File: src/rtl/serial_pkg.sv
// -----------------------------------------------------------------------------
// serial_pkg
// Shared types and helpers for the serial word link.
//   rx_state_t   : receiver frame state (IDLE / SHIFT / PARITY)
//   count_width  : width of a bit counter that must hold values 0..n
// The PARITY state only becomes reachable when SERIAL_RX_PARITY_EN is defined.
// -----------------------------------------------------------------------------
package serial_pkg;

  typedef enum logic [1:0] {
    RX_IDLE   = 2'd0,
    RX_SHIFT  = 2'd1,
    RX_PARITY = 2'd2
  } rx_state_t;

  // A counter that reaches n (one past the last bit index) needs clog2(n+1) bits.
  function automatic int count_width(input int n);
    return $clog2(n + 1);
  endfunction

endpackage : serial_pkg

File: src/rtl/bit_counter.sv
// -----------------------------------------------------------------------------
// bit_counter
// Clear/increment bit counter with a terminal-count compare. Shared between the
// serial receiver and the planned serial transmitter.
//
// Ports:
//   clk         in   system clock, rising edge
//   reset       in   synchronous active-high reset (count -> 0)
//   clear       in   restart the count; combined with inc the count restarts at 1,
//                    so the bit sampled in the restarting cycle is already counted
//   inc         in   count one event
//   terminal    in   [WIDTH] compare value
//   at_terminal out  count == terminal (combinational)
// -----------------------------------------------------------------------------
module bit_counter #(
  parameter int WIDTH = 4
) (
  input  logic             clk,
  input  logic             reset,
  input  logic             clear,
  input  logic             inc,
  input  logic [WIDTH-1:0] terminal,
  output logic             at_terminal
);

  logic [WIDTH-1:0] count;

  // NOTE: state is written with non-blocking (<=) assignments so every flop
  // samples its inputs as they were before the edge, independent of block order.
  always_ff @(posedge clk) begin
    if (reset) begin
      count <= '0;
    end else if (clear) begin
      count <= inc ? WIDTH'(1) : '0;
    end else if (inc) begin
      count <= count + WIDTH'(1);
    end
  end

  assign at_terminal = (count == terminal);

endmodule : bit_counter

File: src/rtl/serial_word_receiver.sv
// -----------------------------------------------------------------------------
// serial_word_receiver
// MSB-first serial-to-parallel receiver. Bits are sampled only on Enable
// strobes; Start (with Enable) marks the MSB of a frame and always restarts
// framing, aborting any partial word. Each completed word goes to a
// single-entry Valid/Ready buffer; a word that completes while the buffer is
// full and not being consumed is dropped and raises the sticky Overrun flag.
//
// Build option: define SERIAL_RX_PARITY_EN to append an even-parity bit to each
// frame. The word is then delivered on the parity sample and mismatches raise
// the sticky ParityErr flag. Without it ParityErr is constant 0.
//
// Ports:
//   clk        in   system clock, rising edge
//   reset      in   synchronous active-high reset
//   Enable     in   bit strobe; Sin/Start are only looked at when high
//   Start      in   frame marker; this cycle's Sin is bit N-1
//   Sin        in   serial data, MSB first
//   Ready      in   consumer accepts Dout when Valid & Ready
//   ClrErr     in   clears Overrun / ParityErr at the next edge
//   Dout       out  [N] last delivered word (held after consumption)
//   Valid      out  Dout holds an unconsumed word
//   Busy       out  frame in progress
//   Overrun    out  sticky: a completed word was dropped
//   ParityErr  out  sticky: parity mismatch seen
// -----------------------------------------------------------------------------
module serial_word_receiver
  import serial_pkg::*;
#(
  parameter int N = 8
) (
  input  logic         clk,
  input  logic         reset,
  input  logic         Enable,
  input  logic         Start,
  input  logic         Sin,
  input  logic         Ready,
  input  logic         ClrErr,
  output logic [N-1:0] Dout,
  output logic         Valid,
  output logic         Busy,
  output logic         Overrun,
  output logic         ParityErr
);

  localparam int CW = count_width(N);

  rx_state_t    state;
  rx_state_t    state_next;
  logic [N-1:0] shreg;

  logic         shift_en;   // shift Sin into shreg this cycle
  logic         cnt_clear;  // restart the bit count
  logic         cnt_inc;    // count the bit sampled this cycle
  logic         complete;   // a word is finished at this edge
  logic [N-1:0] word;       // the finished word when complete=1
  logic         at_last;    // bit count says this sample is the Nth data bit
`ifdef SERIAL_RX_PARITY_EN
  logic         parity_bad;
`endif

  // Frame position: counts data bits sampled since Start.
  bit_counter #(
    .WIDTH (CW)
  ) u_bit_counter (
    .clk         (clk),
    .reset       (reset),
    .clear       (cnt_clear),
    .inc         (cnt_inc),
    .terminal    (CW'(N - 1)),
    .at_terminal (at_last)
  );

  // ---------------------------------------------------------------------------
  // Next-state / control
  // ---------------------------------------------------------------------------
  always_comb begin
    // NOTE: every signal assigned here gets a default first, so no path leaves
    // a value unassigned and no latch is inferred.
    state_next = state;
    shift_en   = 1'b0;
    cnt_clear  = 1'b0;
    cnt_inc    = 1'b0;
    complete   = 1'b0;
    // Without parity the last data bit is still on Sin at the completing edge.
    word       = N'({shreg, Sin});
`ifdef SERIAL_RX_PARITY_EN
    parity_bad = 1'b0;
`endif

    if (Enable) begin
      if (Start) begin
        // Start in any state opens a fresh frame; a partial one is discarded
        // silently.
        shift_en   = 1'b1;
        cnt_clear  = 1'b1;
        cnt_inc    = 1'b1;
        state_next = RX_SHIFT;
      end else begin
        case (state)
          RX_SHIFT: begin
            shift_en = 1'b1;
            cnt_inc  = 1'b1;
            if (at_last) begin
`ifdef SERIAL_RX_PARITY_EN
              // Word is now complete in shreg; wait for its parity bit.
              state_next = RX_PARITY;
`else
              complete   = 1'b1;
              state_next = RX_IDLE;
`endif
            end
          end
`ifdef SERIAL_RX_PARITY_EN
          RX_PARITY: begin
            word       = shreg;
            parity_bad = ^{shreg, Sin};
            complete   = 1'b1;
            state_next = RX_IDLE;
          end
`endif
          default: ;  // IDLE without Start: strobe ignored
        endcase
      end
    end
  end

  // ---------------------------------------------------------------------------
  // State and shift register
  // ---------------------------------------------------------------------------
  always_ff @(posedge clk) begin
    if (reset) begin
      state <= RX_IDLE;
      // NOTE: the shift register is a handful of flops, not a RAM, so it is
      // reset with the rest of the datapath to keep it deterministic.
      shreg <= '0;
    end else begin
      state <= state_next;
      if (shift_en) begin
        shreg <= N'({shreg, Sin});
      end
    end
  end

  assign Busy = (state != RX_IDLE);

  // ---------------------------------------------------------------------------
  // Single-entry output buffer and overrun flag
  // ---------------------------------------------------------------------------
  always_ff @(posedge clk) begin
    if (reset) begin
      Dout    <= '0;
      Valid   <= 1'b0;
      Overrun <= 1'b0;
    end else begin
      if (complete) begin
        // A consumer taking the old word in the same cycle frees the slot.
        if (!Valid || Ready) begin
          Dout  <= word;
          Valid <= 1'b1;
        end
      end else if (Valid && Ready) begin
        Valid <= 1'b0;
      end

      // Setting wins over a simultaneous clear.
      if (complete && Valid && !Ready) begin
        Overrun <= 1'b1;
      end else if (ClrErr) begin
        Overrun <= 1'b0;
      end
    end
  end

  // ---------------------------------------------------------------------------
  // Parity error flag
  // ---------------------------------------------------------------------------
`ifdef SERIAL_RX_PARITY_EN
  always_ff @(posedge clk) begin
    if (reset) begin
      ParityErr <= 1'b0;
    end else if (complete && parity_bad) begin
      // Raised even when the word itself is dropped by the buffer.
      ParityErr <= 1'b1;
    end else if (ClrErr) begin
      ParityErr <= 1'b0;
    end
  end
`else
  assign ParityErr = 1'b0;
`endif

endmodule : serial_word_receiver

File: config.mk
export PLATFORM = sky130hd
export DESIGN_NAME = serial_word_receiver
export DESIGN_NICKNAME = d
export VERILOG_FILES = /design/src/rtl/serial_pkg.sv /design/src/rtl/bit_counter.sv /design/src/rtl/serial_word_receiver.sv
export SDC_FILE = /design/constraint.sdc
export NUM_CORES = 1
export LEC_CHECK = 0
export CAP_MARGIN = 20
export CELL_PAD_IN_SITES_DETAIL_PLACEMENT = 1
export CELL_PAD_IN_SITES_GLOBAL_PLACEMENT = 1
export CORE_UTILIZATION = 34
export CTS_BUF_LIST = sky130_fd_sc_hd__clkbuf_16
export DETAILED_ROUTE_END_ITERATION = 8
export PLACE_DENSITY_LB_ADDON = 0.1
export SLEW_MARGIN = 20
export SYNTH_ARGS = -nofsm -noshare
export SYNTH_HDL_FRONTEND = slang
export SYNTH_SLANG_ARGS = --single-unit
File: constraint.sdc
create_clock -name clk -period 1.3 [get_ports clk]
set_input_delay 0.26 -clock clk [delete_from_list [all_inputs] [get_ports clk]]
set_output_delay 0.26 -clock clk [all_outputs]
set_load 0.01 [all_outputs]
=== Word-level counts from Yosys, hierarchy flattened ===
Cells that the tools add are included.

* Register bits: 23
* Input bits: 7
* Logic and storage cells: 45

* Add/sub/neg operators: 1
* Eq/ne operators: 3
* Muxes and demuxes: 20
* Reduce and logical (&&, ||, !) cells: 15

{| class="wikitable"
|+ Operators with widths
! operator !! number
|-
| $mux W1 || 15
|-
| $reduce_bool A2 Y1 || 6
|-
| $mux W4 || 2
|-
| $mux W2 || 3
|-
| $add A4 B1 Y4 const B || 1
|-
| $eq A4 B3 Y1 const B || 1
|-
| $reduce_and A2 Y1 || 2
|-
| $logic_and A1 B1 Y1 || 3
|-
| $reduce_and A3 Y1 || 1
|-
| $eq A2 B1 Y1 const B || 1
|-
| $logic_not A1 Y1 || 2
|-
| $ne A2 B1 Y1 const B || 1
|-
| $logic_or A1 B1 Y1 || 1
|}

=== Logic depth before layout (Yosys ltp) ===
* Word-level depth: 8
* Depth in mapped cells: 5
* Mapped depth without buffers: 4

=== Cells and area by module ===
Synthesis repeated with hierarchy kept, for this count alone.

* Cell total of the unflattened synthesis: 97
* Area total of the unflattened synthesis: 913.4 µm²

{| class="wikitable"
|+ By module, submodules not included
! module !! instances !! cells each !! area an instance (µm²)
|-
| serial_word_receiver || 1 || 76 || 703.2
|-
| bit_counter || 1 || 21 || 210.2
|}

=== Worst setup path after synthesis ===
No wires, ideal clock.

* Path type: register to register
* Start: register state[0]
* End: register Dout[0]
* Arrival: 1.253 ns
* Data required time: 1.228 ns
* Setup slack: -0.025 ns
* Stages on the path, launching flop included: 6
* Buffers on the path: 2
* Clock period less this slack: 1.325 ns
* Cells stage by stage: dfxtp_1 -> buf_4 -> and4b_4 -> and3b_1 -> buf_6 -> mux2i_1

* Cells in the longest elaborated chain, start to end: 5

{| class="wikitable"
|+ Ends and longest elaborated chain
! element !! RTL line !! text
|-
| start, declared || serial_word_receiver.sv:48 || <nowiki>rx_state_t state;</nowiki>
|-
| start signal, assigned || serial_word_receiver.sv:138 || <nowiki>state <= state_next;</nowiki>
|-
| $eq A2 B1 Y1 || serial_word_receiver.sv:100 || <nowiki>case (state)</nowiki>
|-
| $mux W1 || serial_word_receiver.sv:100 ||
|-
| $mux W1 || serial_word_receiver.sv:92 || <nowiki>if (Start) begin</nowiki>
|-
| $mux W1 || serial_word_receiver.sv:91 || <nowiki>if (Enable) begin</nowiki>
|-
| $reduce_and A2 Y1 (no source line) || - ||
|-
| end signal, assigned || serial_word_receiver.sv:159 || <nowiki>Dout <= word;</nowiki>
|-
| end, declared || serial_word_receiver.sv:39 || <nowiki>output logic [N-1:0] Dout,</nowiki>
|}

Every way passes these cells.
A chain may end at the register's enable or synchronous reset.

=== Worst setup path after layout ===
* Start: register u_bit_counter.count[0]
* End: register Dout[3]

* Cells in the longest elaborated chain, start to end: 6

{| class="wikitable"
|+ Ends and longest elaborated chain
! element !! RTL line !! text
|-
| start, declared || bit_counter.sv:26 || <nowiki>logic [WIDTH-1:0] count;</nowiki>
|-
| start signal, assigned || bit_counter.sv:34 || <nowiki>count <= inc ? WIDTH'(1) : '0;</nowiki>
|-
| start signal, assigned || bit_counter.sv:36 || <nowiki>count <= count + WIDTH'(1);</nowiki>
|-
| $eq A4 B3 Y1 || bit_counter.sv:40 || <nowiki>assign at_terminal = (count == terminal);</nowiki>
|-
| $mux W1 || serial_word_receiver.sv:104 || <nowiki>if (at_last) begin</nowiki>
|-
| $mux W1 || serial_word_receiver.sv:100 ||
|-
| $mux W1 || serial_word_receiver.sv:92 ||
|-
| $mux W1 || serial_word_receiver.sv:91 ||
|-
| $reduce_and A2 Y1 (no source line) || - ||
|}

Every way passes these cells.

==> flow_metrics.py <==
metrics = {
    "floorplan": {
        "die_h_um": 55.3,
        "dieArea_um2": 3060,
        "die_w_um": 55.3,
        "io_pins": 19,
        "start_util_pct": 37.3,
        "row_count": 18,
        "core_um2": 2590,
    },
    "power_and_ir_drop": {
        "p_leak_uw": 0.000576,
        "power_density_nw_per_um2": 1080,
        "ir_drop_mv": 1.05,
    },
    "grt": {
        "gr-total-overflow": 0,
        "grt_start_max_net_pins": 24,
        "grt_pass1_wl_um": 3520,
        "grt_pass1_vias": 777,
        "antenna_found_initial": 0,
        "grt_usage_pct": 14.5,
    },
    "synth": {
        "synth_ff_type": "dfxtp_1",
        "synth_warnings": 0,
        "synth_edf_count": 0,
        "yosys.area_share.adder_pct": 1.30,
        "synth_xor_area_share_pct": 0,
        "synth_seq_area_share_pct": 45.6,
        "async_flop_share_pct": 0,
        "ys_ff_latch": 22,
        "ys_types": 29,
        "synth_top_family_by_area": "simple AND/OR/NAND/NOR gates",
        "synth_area_um2": 966,
        "syn_nets": 106,
        "yosys.area_share.simple_pct": 23.1,
        "synth_compound_area_share_pct": 8.94,
        "synthMuxAreaShare_pct": 15.5,
        "synthCells": 98,
        "syn_avg_cell_area_um2": 9.86,
    },
    "timing": {
        "slew_viol_final": 0,
        "whs_ns": 0.478,
        "finalCritPeriodShare_pct": 101,
        "finalHoldViolCount": 0,
        "clock_skew_ns": 0.00185,
        "min_period_ns": 1.31,
        "setup_viol": 5,
        "fin_ws_ns": -0.0118,
        "rsz0062_at_grt": "true",
        "fmax_mhz": 762,
    },
    "route": {
        "dr.pass1.iters": 4,
        "vias": 768,
        "drt_iter0_drc": 19,
        "remaining_drc_errors": 0,
        "avgViaCountPerCell": 4.92,
        "wl_um": 2090,
        "antenna_left": 0,
        "wl_per_cell_um": 13.4,
    },
    "finish": {
        "fin_nets": 136,
        "antennaDiodeCount": 0,
        "drive_gt1_share_pct": 22.2,
        "mostFrequentLayoutCell": "dfxtp_1",
        "fin_util_pct": 51.7,
        "final_cell_mix": "dfxtp_1, nand2b_1, mux2i_1, dlygate4sd2_1, buf_4",
        "synthToLayoutAreaGrowth_pct": 38.6,
        "stdcell_area_um2": 1340,
    },
    "worst_hold_path": {
        "hp-class": "flip-flop to flip-flop",
    },
    "setup_path": {
        "crit_type": "flip-flop to flip-flop",
        "worstPathArrival_ns": 1.49,
        "endpoint_kind": "flip-flop",
        "cp_max_fo": 8,
        "required_ns": 1.48,
        "start_kind": "flip-flop",
    },
    "placement": {
        "place_ws_ns": -0.370,
        "io_buffers": 17,
        "dpl.hpwl_um": 1500,
        "gp_congestion": 0.691,
        "postPlaceCellArea_um2": 1250,
    },
    "clock_tree": {
        "cts_tree": "done",
        "clock-root-buffer": "clkbuf_16",
        "clk_path_buf_depth": 2,
        "post-cts-setup-buffer-count": 0,
        "clk_pin_slew_worst_paths_ns": 0.06,
        "clock-sinks": 22,
        "clock_latency_ns": 0.25,
        "cts-buffers-inserted": 3,
        "htreeDepth": 1,
    },
    "outcome": {
        "status": "finished with violations",
        "violations": "setup timing",
    },
    "job": {
        "max_cap_viol_count": 0,
    },
}
-- path summary, 6_finish.rpt --
check,slack (ns),endpoint,cells after the start,from
min,0.48,Dout[1],2,Dout[1]
max,-0.01,Dout[3],5,u_bit_counter.count[0]
max reg2reg,-0.01,Dout[3],5,u_bit_counter.count[0]
min reg2reg,0.48,Dout[1],2,Dout[1]
-- worst max-delay path: stages (launching register included) --
cell     delay, ns
dfxtp_2       0.35
ha_4          0.14
and4b_4       0.23
and3b_2       0.20
buf_12        0.14
mux2i_1       0.19
-- cells by family (layout without fill, tap and decap cells) --
group / count (synthesis) / in the layout
buffers and inverters: 8 / 36
flip-flops: 22 / 22
adder cells (fa/ha/maj): 1 / 1
multiplexers: 15 / 15
AND/OR/NAND/NOR: 39 / 39
AO/OA/AOI/OAI: 12 / 12
other: 1 / 1
-- report_power, final --
part,internal [uW],switching [uW],total [uW]
clock network,405,224,629
logic,65.9,55.2,121
registers,683,8.09,691
-- cell type report --
class | count | area, um2
Tap cell | 30 | 37.5
Multi-Input combinational cell | 68 | 495
Clock buffer | 3 | 75.1
Fill cell | 304 | 1250
Timing Repair Buffer | 32 | 283
Inverter | 1 | 3.75
Sequential cell | 22 | 444
-- routing by layer --
layer	wire [um]	vias up	track usage, %	share of wire, %
met5	0	-	0	0
met4	24	0	5.00	1.1
met3	100	4	4.68	4.8
met2	968	16	21.9	46
met1	999	361	19.5	48
li1	-	387	-	-
-- cell usage after synthesis, types with 2 or more instances --
master    number  area (um2)
nor2_1        11        41.3
dfxtp_1       22         440
mux2i_1       15         150
clkbuf_1       2        7.51
nor2b_1        3        18.8
buf_4          3        22.5
nand2b_1      16         100
nand3_1        2        10.0
a21oi_1        4        20.0
-- timing repair --
action                                  in CTS  in global routing
endpoints found under the setup margin      22                  9
pin swaps                                    2                  1
hold endpoints to repair                     0                  0
hold buffers                                 0                  0
resized for setup                           19                  0
-- through the flow --
stage	setup TNS [ns]	cells	total power (uW)
2_1_floorplan	0	98	769
3_3_place_gp	-4.73	153	821
3_5_place_dp	-5.31	153	826
4_1_cts	-0.128	156	1460
5_1_grt	-0.541	156	1490
6_report	-0.0265	156	1440
-- registers in the layout, summed over array words and instances (netlist names) --
register and count:
state 1, Valid 1, Dout 8, shreg 7, u_bit_counter.count 4, Overrun 1
No activity file was read; power rests on OpenSTA's default activity.
